`src/rtl/pipe_ctrl_pkg.sv`:
```
// Shared types and constants for the pipeline sequencer.
package pipe_ctrl_pkg;

  localparam logic [63:0] PC_RESET = 64'h8000_0000;

  typedef enum logic [1:0] {
    F_REQ  = 2'd0,
    F_HOLD = 2'd1,
    F_DROP = 2'd2
  } fetch_state_t;

  typedef struct packed {
    logic        valid;
    logic [31:0] raw_instr;
    logic [63:0] pc;
  } fetch_data_t;

  typedef struct packed {
    logic stall_d;
    logic stall_e;
    logic stall_m;
    logic flush_e;
    logic flush_m;
    logic flush_w;
  } hazard_ctl_t;

endpackage

```
`src/rtl/pipe_ctrl_hazard_unit.sv`:
```
// Combinational hazard priority: dbus wait beats redirect beats load-use.
module hazard_unit
  import pipe_ctrl_pkg::*;
(
  input  logic        m_busy,
  input  logic        e_redirect,
  input  logic        e_valid,
  input  logic        e_memread,
  input  logic [4:0]  e_dst,
  input  logic [4:0]  d_rs1,
  input  logic [4:0]  d_rs2,
  input  logic        d_use1,
  input  logic        d_use2,
  output hazard_ctl_t ctl,
  output logic        redir_go
);

  logic load_use;

  // x0 never carries a dependency, so a load to x0 cannot cause a stall
  assign load_use = e_valid & e_memread & (e_dst != 5'd0) &
                    ((d_use1 & (d_rs1 == e_dst)) | (d_use2 & (d_rs2 == e_dst)));

  // Resolve the highest-priority hazard into stall/flush controls
  always_comb begin
    ctl      = '0;
    redir_go = 1'b0;
    if (m_busy) begin
      // whole front end freezes; the redirect is re-presented once memory completes
      ctl.stall_d = 1'b1;
      ctl.stall_e = 1'b1;
      ctl.stall_m = 1'b1;
      ctl.flush_w = 1'b1;
    end else if (e_redirect) begin
      ctl.flush_e = 1'b1;
      redir_go    = 1'b1;
    end else if (load_use) begin
      ctl.stall_d = 1'b1;
      ctl.flush_e = 1'b1;
    end
  end

endmodule

```
`src/rtl/pipe_ctrl.sv`:
```
// Pipeline sequencer: PC, ibus fetch handshake, F/D register, hazards, counters.
module pipe_ctrl #(
  parameter logic [63:0] PC_RESET = pipe_ctrl_pkg::PC_RESET,
  parameter int          CNT_W    = 64
) (
  input  logic                      clk,
  input  logic                      reset,
  output logic                      ireq_valid,
  output logic [63:0]               ireq_addr,
  input  logic                      iresp_ok,
  input  logic [31:0]               iresp_data,
  output pipe_ctrl_pkg::fetch_data_t fd_o,
  input  logic [4:0]                d_rs1,
  input  logic [4:0]                d_rs2,
  input  logic                      d_use1,
  input  logic                      d_use2,
  input  logic                      e_valid,
  input  logic                      e_memread,
  input  logic [4:0]                e_dst,
  input  logic                      e_redirect,
  input  logic [63:0]               e_target,
  input  logic                      m_busy,
  input  logic                      w_valid,
  output logic                      stall_d,
  output logic                      stall_e,
  output logic                      stall_m,
  output logic                      flush_e,
  output logic                      flush_m,
  output logic                      flush_w,
  output logic [CNT_W-1:0]          cycle_cnt,
  output logic [CNT_W-1:0]          instret_cnt
);
  import pipe_ctrl_pkg::*;

  fetch_state_t state, state_nxt;
  logic [63:0]  pc, pc_nxt;
  logic [63:0]  drop_addr, drop_nxt;
  fetch_data_t  fd_q, fd_nxt;
  fetch_data_t  hold_q, hold_nxt;
  hazard_ctl_t  hz;
  logic         redir_go;

  hazard_unit u_hazard (
    .m_busy     (m_busy),
    .e_redirect (e_redirect),
    .e_valid    (e_valid),
    .e_memread  (e_memread),
    .e_dst      (e_dst),
    .d_rs1      (d_rs1),
    .d_rs2      (d_rs2),
    .d_use1     (d_use1),
    .d_use2     (d_use2),
    .ctl        (hz),
    .redir_go   (redir_go)
  );

  assign stall_d = hz.stall_d;
  assign stall_e = hz.stall_e;
  assign stall_m = hz.stall_m;
  assign flush_e = hz.flush_e;
  assign flush_m = hz.flush_m;
  assign flush_w = hz.flush_w;

  // A stale request must stay on the bus with its original address until answered
  assign ireq_valid = (state != F_HOLD);
  assign ireq_addr  = (state == F_DROP) ? drop_addr : pc;
  assign fd_o       = fd_q;

  // Fetch next-state, PC, F/D and hold-buffer update
  always_comb begin
    state_nxt = state;
    pc_nxt    = pc;
    drop_nxt  = drop_addr;
    fd_nxt    = fd_q;
    hold_nxt  = hold_q;
    unique case (state)
      F_REQ: begin
        if (redir_go) begin
          pc_nxt       = e_target;
          fd_nxt.valid = 1'b0;
          if (!iresp_ok) begin
            state_nxt = F_DROP;
            drop_nxt  = pc;
          end
        end else if (hz.stall_d) begin
          if (iresp_ok) begin
            hold_nxt  = '{valid: 1'b1, raw_instr: iresp_data, pc: pc};
            pc_nxt    = pc + 64'd4;
            state_nxt = F_HOLD;
          end
        end else if (iresp_ok) begin
          fd_nxt = '{valid: 1'b1, raw_instr: iresp_data, pc: pc};
          pc_nxt = pc + 64'd4;
        end else begin
          fd_nxt.valid = 1'b0;
        end
      end
      F_HOLD: begin
        if (redir_go) begin
          // buffered instruction is on the wrong path; just drop it
          pc_nxt       = e_target;
          fd_nxt.valid = 1'b0;
          state_nxt    = F_REQ;
        end else if (!hz.stall_d) begin
          fd_nxt    = hold_q;
          state_nxt = F_REQ;
        end
      end
      F_DROP: begin
        if (redir_go) begin
          pc_nxt       = e_target;
          fd_nxt.valid = 1'b0;
        end else if (!hz.stall_d) begin
          fd_nxt.valid = 1'b0;
        end
        if (iresp_ok) state_nxt = F_REQ;
      end
      default: state_nxt = F_REQ;
    endcase
  end

  // Fetch state, PC and pipeline register storage
  always_ff @(posedge clk) begin
    if (reset) begin
      state     <= F_REQ;
      pc        <= PC_RESET;
      drop_addr <= PC_RESET;
      fd_q      <= '0;
      hold_q    <= '0;
    end else begin
      state     <= state_nxt;
      pc        <= pc_nxt;
      drop_addr <= drop_nxt;
      fd_q      <= fd_nxt;
      hold_q    <= hold_nxt;
    end
  end

  // Free-running cycle count and retirement count; writeback flush suppresses retirement
  always_ff @(posedge clk) begin
    if (reset) begin
      cycle_cnt   <= '0;
      instret_cnt <= '0;
    end else begin
      cycle_cnt   <= cycle_cnt + {{(CNT_W-1){1'b0}}, 1'b1};
      instret_cnt <= instret_cnt + {{(CNT_W-1){1'b0}}, (w_valid & ~hz.flush_w)};
    end
  end

endmodule
```
`config.mk`:
```
export PLATFORM = sky130hd
export DESIGN_NAME = pipe_ctrl
export DESIGN_NICKNAME = d
export VERILOG_FILES = /design/src/rtl/pipe_ctrl_pkg.sv /design/src/rtl/pipe_ctrl_hazard_unit.sv /design/src/rtl/pipe_ctrl.sv
export SDC_FILE = /design/constraint.sdc
export NUM_CORES = 1
export LEC_CHECK = 0
export CAP_MARGIN = 20
export CORE_MARGIN = 5
export CORE_UTILIZATION = 56
export CTS_CLUSTER_SIZE = 14
export DETAILED_ROUTE_END_ITERATION = 8
export PLACE_DENSITY = 0.95
export SETUP_SLACK_MARGIN = 0.2
export SLEW_MARGIN = 20
export SYNTH_ARGS = -nofsm -noshare
export SYNTH_HDL_FRONTEND = slang
export SYNTH_SLANG_ARGS = --single-unit
```
`constraint.sdc`:
```
create_clock -name clk -period 4.8 [get_ports clk]
set_input_delay 0.72 -clock clk [delete_from_list [all_inputs] [get_ports clk]]
set_output_delay 0.72 -clock clk [all_outputs]
set_load 0.02 [all_outputs]
```
==> out/summary.txt, run 1 <==
Status: finished clean
EDFF count, synth: 0
Area after DPL: 25000 sq um
Setup violators final: 0
DRT Pass-1 Iters: 8
DRT iter0 DRCs: 1919
Worst Reg-to-Reg Cells: 8
Later-pin clock latency in the skew report: 0.58 ns
Final core utilization: 72.3%
Num ports: 417
Final worst path period share: 85.2%
# nets final: 2944
Overflow left after global routing: 0
MaxCap Viol Count: 0
GPL Wtd Cong: 0.892
Netlist cell types: 72
Total track usage: 31.7%
Reg clk slew, reported paths: 0.06 ns
Crit path arrival time: 3.37 ns
Critical path capture point type: primary output
Total power: 10.3 mW
VDD IR-drop max: 0.262 mV
Ys flop type: dfxtp_1
First-pass GRT wire length: 108000 um
Tightest hold margin: 0.449 ns
Die extent in y: 203 um
Max FO, Critical Path: 7
Internal reg-to-reg setup slack: 1.59 ns
Maximum clock frequency: 244 MHz
Yosys warning total: 0
Startpoint type of the worst setup path: primary input
CTS buffer count: 47
CP Data Required Time: 4.08 ns
Starting Density: 56.7%
Area Overhead vs Synth: 27.5%
Final ANT Viol Nets: 0
Placed cell count: 3235
Setup crit end: stall_d
Final Skew: 0.0184 ns
Setup TNS: 0 ns
Die area: 41100 sq um
Mean post-synth cell area: 8.17 sq um
Routed vias/inst: 6.16
Postcts setup bufs: 0
Std-Cell Core Area: 36700 sq um
Chip Width: 203 um
Antenna violations before repair: 9
CP startpoint: e_dst[4]
Final min period: 4.09 ns
RSZ-0062 raised after global routing: false
Leakage: 8.73 nW
Slew Limit Headroom: 28.6%
DR vias: 20400
DP HPWL: 45800 um
Final Cell Area: 26500 sq um
Total nets after synthesis: 2678
Cell area after synthesis: 20800 sq um
Pwr/cell area: 388 nW/um^2
Largest net degree at the start of global routing: 134
Dpl ws: 0.656 ns
HP Class: reg2reg
Maximum clock path buffer count: 3
Slew @ Worst Pin: 1.07 ns
Final WL: 68800 um
Crit Path Category: in2out
Register area share after synthesis: 43.5%
Layout cells sized above 1: 6.49%
Most common cell after layout, fill and taps aside: dfxtp_1
Input/output buffers: 415
Clock root buffer: clkbuf_16
Synth Instances: 2550
TritonCTS clock tree: yes
Htree depth: 2
CTS sink count: 452
R2r startpoint: state[1]
Vias in the first global route: 19800
# fillers: 2476
WL/cell: 20.7 um
#FFs+latches synth: 452
Async SR Flop Fraction: 0%
DRC violations left: 0
R2r endpoint: fd_o[52]
Rows: 70
Final Max Tran Viols: 0
Final WS setup: 0.708 ns
Non-Filler Instances: 3320
Most frequent cells in the layout: dfxtp_1 (452), nand2_1 (448), clkdlybuf4s50_1 (414)
CTS resizes: 0
CTS Hold Bufs: 0
Final hold violation count: 0
[cell usage after synthesis (all sizes together), types with 12 or more instances]
library cell	instances	area [sq um]
a211oi	102	766
a21oi	213	1070
a22oi	15	113
a31oi	19	119
and3	30	188
and4	24	210
buf	56	293
clkbuf	167	627
dfxtp	452	9050
inv	24	90.1
mux2	60	676
mux2i	97	971
nand2	450	1690
nand3	84	420
nand4	54	344
nor2	282	1060
nor3	35	180
nor4	34	234
o21ai	62	310
o31ai	12	90.1
or3	21	131
or4	13	105
xnor2	57	499
xor2	66	578
[power by group]
| part | internal [mW] | total (mW) | switching, mW |
|---|---|---|---|
| logic | 0.947 | 2.30 | 1.35 |
| registers | 3.99 | 4.31 | 0.326 |
| clock network | 2.16 | 3.68 | 1.52 |
[worst min path at each step]
stage | start | cells after the start | slack [ns] | end
3_5_place_dp | drop_addr[12] | 2 | 0.44 | drop_addr[12]
4_1_cts | drop_addr[12] | 2 | 0.45 | drop_addr[12]
2_1_floorplan | drop_addr[0] | 2 | 0.43 | drop_addr[0]
5_1_grt | hold_q[71] | 2 | 0.47 | hold_q[71]
6_report | drop_addr[61] | 2 | 0.45 | drop_addr[61]
3_3_place_gp | drop_addr[8] | 2 | 0.44 | drop_addr[8]
[cells by family (layout without fill, tap and decap cells)]
kind of cell,Yosys count,after routing,share of synthesized area (%)
xor gates and xnor gates,123,123,5.17
AOI/OAI and AO/OA,491,491,14.7
buffers and inverters,247,546,4.85
and+or+nand+nor,1072,1072,23.5
muxes,157,157,7.91
adders and majority gates,7,7,0.421
other,1,4,0.0180
DFF,452,452,43.5
[sequential cells by signal (all words and copies together), names as in the netlist]
signal and count:
state 2, drop_addr 64, hold_q 97, pc 64, cycle_cnt 64, fd_o 97
instret_cnt 64
[critical path, cell delays in order]
cell and delay (ns):
clkdlybuf4s50_1 0.48, xnor2_1 0.24, nand4_1 0.15, o22ai_1 0.73, a31oi_1 0.33, inv_1 0.11
clkdlybuf4s50_1 0.61
[area by class of cell]
class / count / area, sq um / area share, %
inverter: 24 / 90.1 / 0.339
multi-input combinational: 1851 / 10900 / 40.9
clock buffer: 69 / 1390 / 5.24
sequential: 452 / 9050 / 34.1
tap: 468 / 586 / 2.21
clock inverter: 13 / 153 / 0.575
antenna: 3 / 7.51 / 0.0283
timing repair buffer: 440 / 4400 / 16.6
[layer usage]
layer  share of wire, %  vias to the layer above  global-route usage, %
met5               0.13                        -                      0
met2                 47                     1204                   53.2
met4                4.4                       14                   13.4
met3                 12                      242                   10.4
met1                 37                     9567                   37.3
li1                   -                     9415                      -
Note: power is estimated with default switching activity, not from simulation.
==> run 2, diff against run 1 <==
--- a/config.mk
+++ b/config.mk
@@ -5,9 +5,11 @@
 export SDC_FILE = /design/constraint.sdc
 export NUM_CORES = 1
 export LEC_CHECK = 0
+export ABC_AREA = 1
 export CAP_MARGIN = 20
+export CORE_ASPECT_RATIO = 1.2
 export CORE_MARGIN = 5
-export CORE_UTILIZATION = 56
+export CORE_UTILIZATION = 58
 export CTS_CLUSTER_SIZE = 14
 export DETAILED_ROUTE_END_ITERATION = 8
 export PLACE_DENSITY = 0.95
==> out/summary.txt, run 2 <==
WL/cell: 18.5 um (-11%)
Gr busiest metal: met2
TritonCTS clock tree: yes
Placed cell count: 4537 (+40%)
Maximum clock frequency: 258 MHz (+5.4%)
Post-synth top area cell: dfxtp_1
Leakage: 11.0 nW (+26%)
EDFF count, synth: 0 (unchanged)
CTS Hold Bufs: 0 (unchanged)
Hold EP: hold_q[0]
Most instantiated cells after synthesis: nand2_1 (1123), nor2_1 (466), dfxtp_1 (452)
Non-Filler Instances: 4621 (+39%)
R2r endpoint: pc[15]
Final worst path period share: 80.8% (-4.4 points)
Pwr/cell area: 374 nW/um^2 (-3.5%)
Num ports: 417 (unchanged)
Clock root buffer: clkbuf_16
Chip Width: 195 um (-4.0%)
Total power: 11.1 mW (+7.4%)
Post-synth top area share: 38.1% (-5.3 points)
# fillers: 3297 (+33%)
Compound-Gate Fraction of Synth Area: 14.2% (-0.54 points)
Hold Path Depth: 2 (unchanged)
Input/output buffers: 415 (unchanged)
Rows: 81 (+16%)
Postcts setup bufs: 0 (unchanged)
Startpoint type of the worst setup path: flop
Hold Path Origin: pc[0]
GPL Wtd Cong: 1.05 (+18%)
Crit path arrival time: 3.16 ns (-0.21 ns)
Synth Area in Adders: 0.369% (-0.051 points)
Final Cell Area: 29500 sq um (+11%)
Maximum clock path buffer count: 3 (unchanged)
Setup TNS: 0 ns (unchanged)
Final Max Tran Viols: 0 (unchanged)
Met1 Use GR: 45.0% (+7.8 points)
Ys flop type: dfxtp_1
Std-Cell Core Area: 40600 sq um (+11%)
Starting Density: 58.4% (+1.6 points)
Tightest hold margin: 0.460 ns (+0.0110 ns)
Slew @ Worst Pin: 1.07 ns (-0.00164 ns)
Met3 Use GR: 6.85% (-3.6 points)
DRT iter0 DRCs: 2618 (+36%)
#FFs+latches synth: 452 (unchanged)
MaxCap Viol Count: 0 (unchanged)
Reg clk slew, reported paths: 0.06 ns (about the same)
Largest family of logic cells by synthesized area: simple AND/OR/NAND/NOR gates
Internal reg-to-reg setup slack: 2.03 ns (+0.44 ns)
CP startpoint: state[0]
Layout cells sized above 1: 4.95% (-1.5 points)
Crit Path Category: reg2out
Worst Reg-to-Reg Cells: 8 (unchanged)
Dpl ws: 1.24 ns (+0.584 ns)
Final min period: 3.88 ns (-0.211 ns)
Top post-synthesis cells by area: dfxtp_1 (38%), nand2_1 (18%), nor2_1 (7.4%), a21oi_1 (6.4%), inv_1 (5.7%)
Mean post-synth cell area: 6.36 sq um (-22%)
Final Skew: 0.0327 ns (+0.0144 ns)
Part of the power in registers: 40.0% (-1.9 points)
Comb pwr share: 27.6% (+5.3 points)
VDD IR-drop max: 0.311 mV (+19%)
DR vias: 26200 (+28%)
DP HPWL: 62800 um (+37%)
M2 GR Usage: 59.0% (+5.8 points)
CTS resizes: 0 (unchanged)
Yosys warning total: 0 (unchanged)
Most frequent cells in the layout: nand2_1 (1122), nor2_1 (465), dfxtp_1 (452)
Switch share: 34.9% (+3.8 points)
Final WL: 85300 um (+24%)
DRT Pass-1 Iters: 6 (-2)
Critical path capture point type: primary output
Netlist cell types: 57 (-21%)
# nets final: 4173 (+42%)
Area after DPL: 28100 sq um (+12%)
CTS buffer count: 45 (-4.3%)
Largest net degree at the start of global routing: 161 (+20%)
Most common cell after layout, fill and taps aside: nand2_1
Switch Pwr: 3.86 mW (+21%)
Synth Instances: 3733 (+46%)
Setup violators final: 0 (unchanged)
Total track usage: 36.1% (+4.4 points)
Clock power share: 32.4% (-3.4 points)
Htree depth: 2 (unchanged)
Slew Limit Headroom: 28.8% (+0.11 points)
First-pass GRT wire length: 133000 um (+24%)
Status: finished clean
CTS sink count: 452 (unchanged)
Post-synthesis mux area share: 0% (-7.9 points)
Final core utilization: 72.7% (+0.39 points)
Final ANT Viol Nets: 0 (unchanged)
Simple-Gate Fraction of Synth Area: 37.1% (+14 points)
Max FO, Critical Path: 104 (+97)
Final hold violation count: 0 (unchanged)
Most common cell in the netlist: nand2_1
DRC violations left: 0 (unchanged)
Cell area after synthesis: 23700 sq um (+14%)
R2r startpoint: state[0]
Xor-xnor portion of the synthesized cell area: 1.18% (-4.0 points)
RSZ-0062 raised after global routing: false
Die extent in y: 232 um (+14%)
Routed vias/inst: 5.67 (-7.9%)
Antenna violations before repair: 5 (-4)
Overflow left after global routing: 0 (unchanged)
Later-pin clock latency in the skew report: 0.58 ns (about the same)
CP Data Required Time: 4.08 ns (about the same)
Total nets after synthesis: 3861 (+44%)
HP Class: reg2reg
Die area: 45100 sq um (+9.5%)
Final WS setup: 0.919 ns (+0.211 ns)
Register area share after synthesis: 38.1% (-5.3 points)
Vias in the first global route: 24300 (+22%)
Async SR Flop Fraction: 0% (unchanged)
Internal power: 7.20 mW (+1.4%)
Area Overhead vs Synth: 24.5%
[run 2: worst max path at each step]
stage	endpoint	cells after the start	slack, ns
floorplan	flush_e	8	2.44
finish	ireq_addr[32]	6	0.92
global placement	pc[15]	8	1.33
CTS	ireq_addr[39]	6	0.93
global route	ireq_addr[32]	6	0.71
detailed placement	fd_o[77]	10	1.24
[run 2: metal layers]
| layer | vias to the layer above | wire [um] |
|---|---|---|
| met3 | 279 | 7510 |
| met2 | 1352 | 39200 |
| met4 | 8 | 5440 |
| met1 | 12000 | 33100 |
| met5 | - | 53 |
| li1 | 12600 | - |
[run 2: power groups by stage]
stage | clock [mW] | sequential (mW) | combinational [mW]
floorplan | 0 | 4.56 | 1.70
global placement | 0 | 4.47 | 2.94
finish | 3.58 | 4.42 | 3.05
global route | 3.76 | 4.46 | 3.33
detailed placement | 0 | 4.48 | 2.99
CTS | 3.60 | 4.41 | 3.02
[run 2: cell type report]
type	count	area, sq um	share of cell area (%)
Sequential cell	452	9050	30.6
Inverter	377	1420	4.81
Clock buffer	59	1250	4.23
Multi-Input combinational cell	2735	12600	42.6
Timing Repair Buffer	434	4350	14.7
Clock inverter	23	220	0.745
Tap cell	539	674	2.28
Antenna cell	2	5.00	0.0169
[run 2: worst max-delay path, cell delays in order, from the launching register on]
cell,delay [ns]
dfxtp_1,0.34
inv_1,0.15
ha_4,0.83
buf_4,0.40
nand2_1,0.09
o21ai_0,0.10
clkdlybuf4s50_1,0.65
[run 2: kinds of logic (layout without fill, tap and decap cells)]
kind of cell	Yosys count	after routing
XOR/XNOR	32	32
other	1	3
adder cells (fa/ha/maj)	7	7
AO/OA/AOI/OAI	633	633
flip-flops	452	452
AND/OR/NAND/NOR	2062	2062
buffers and inverters	546	893
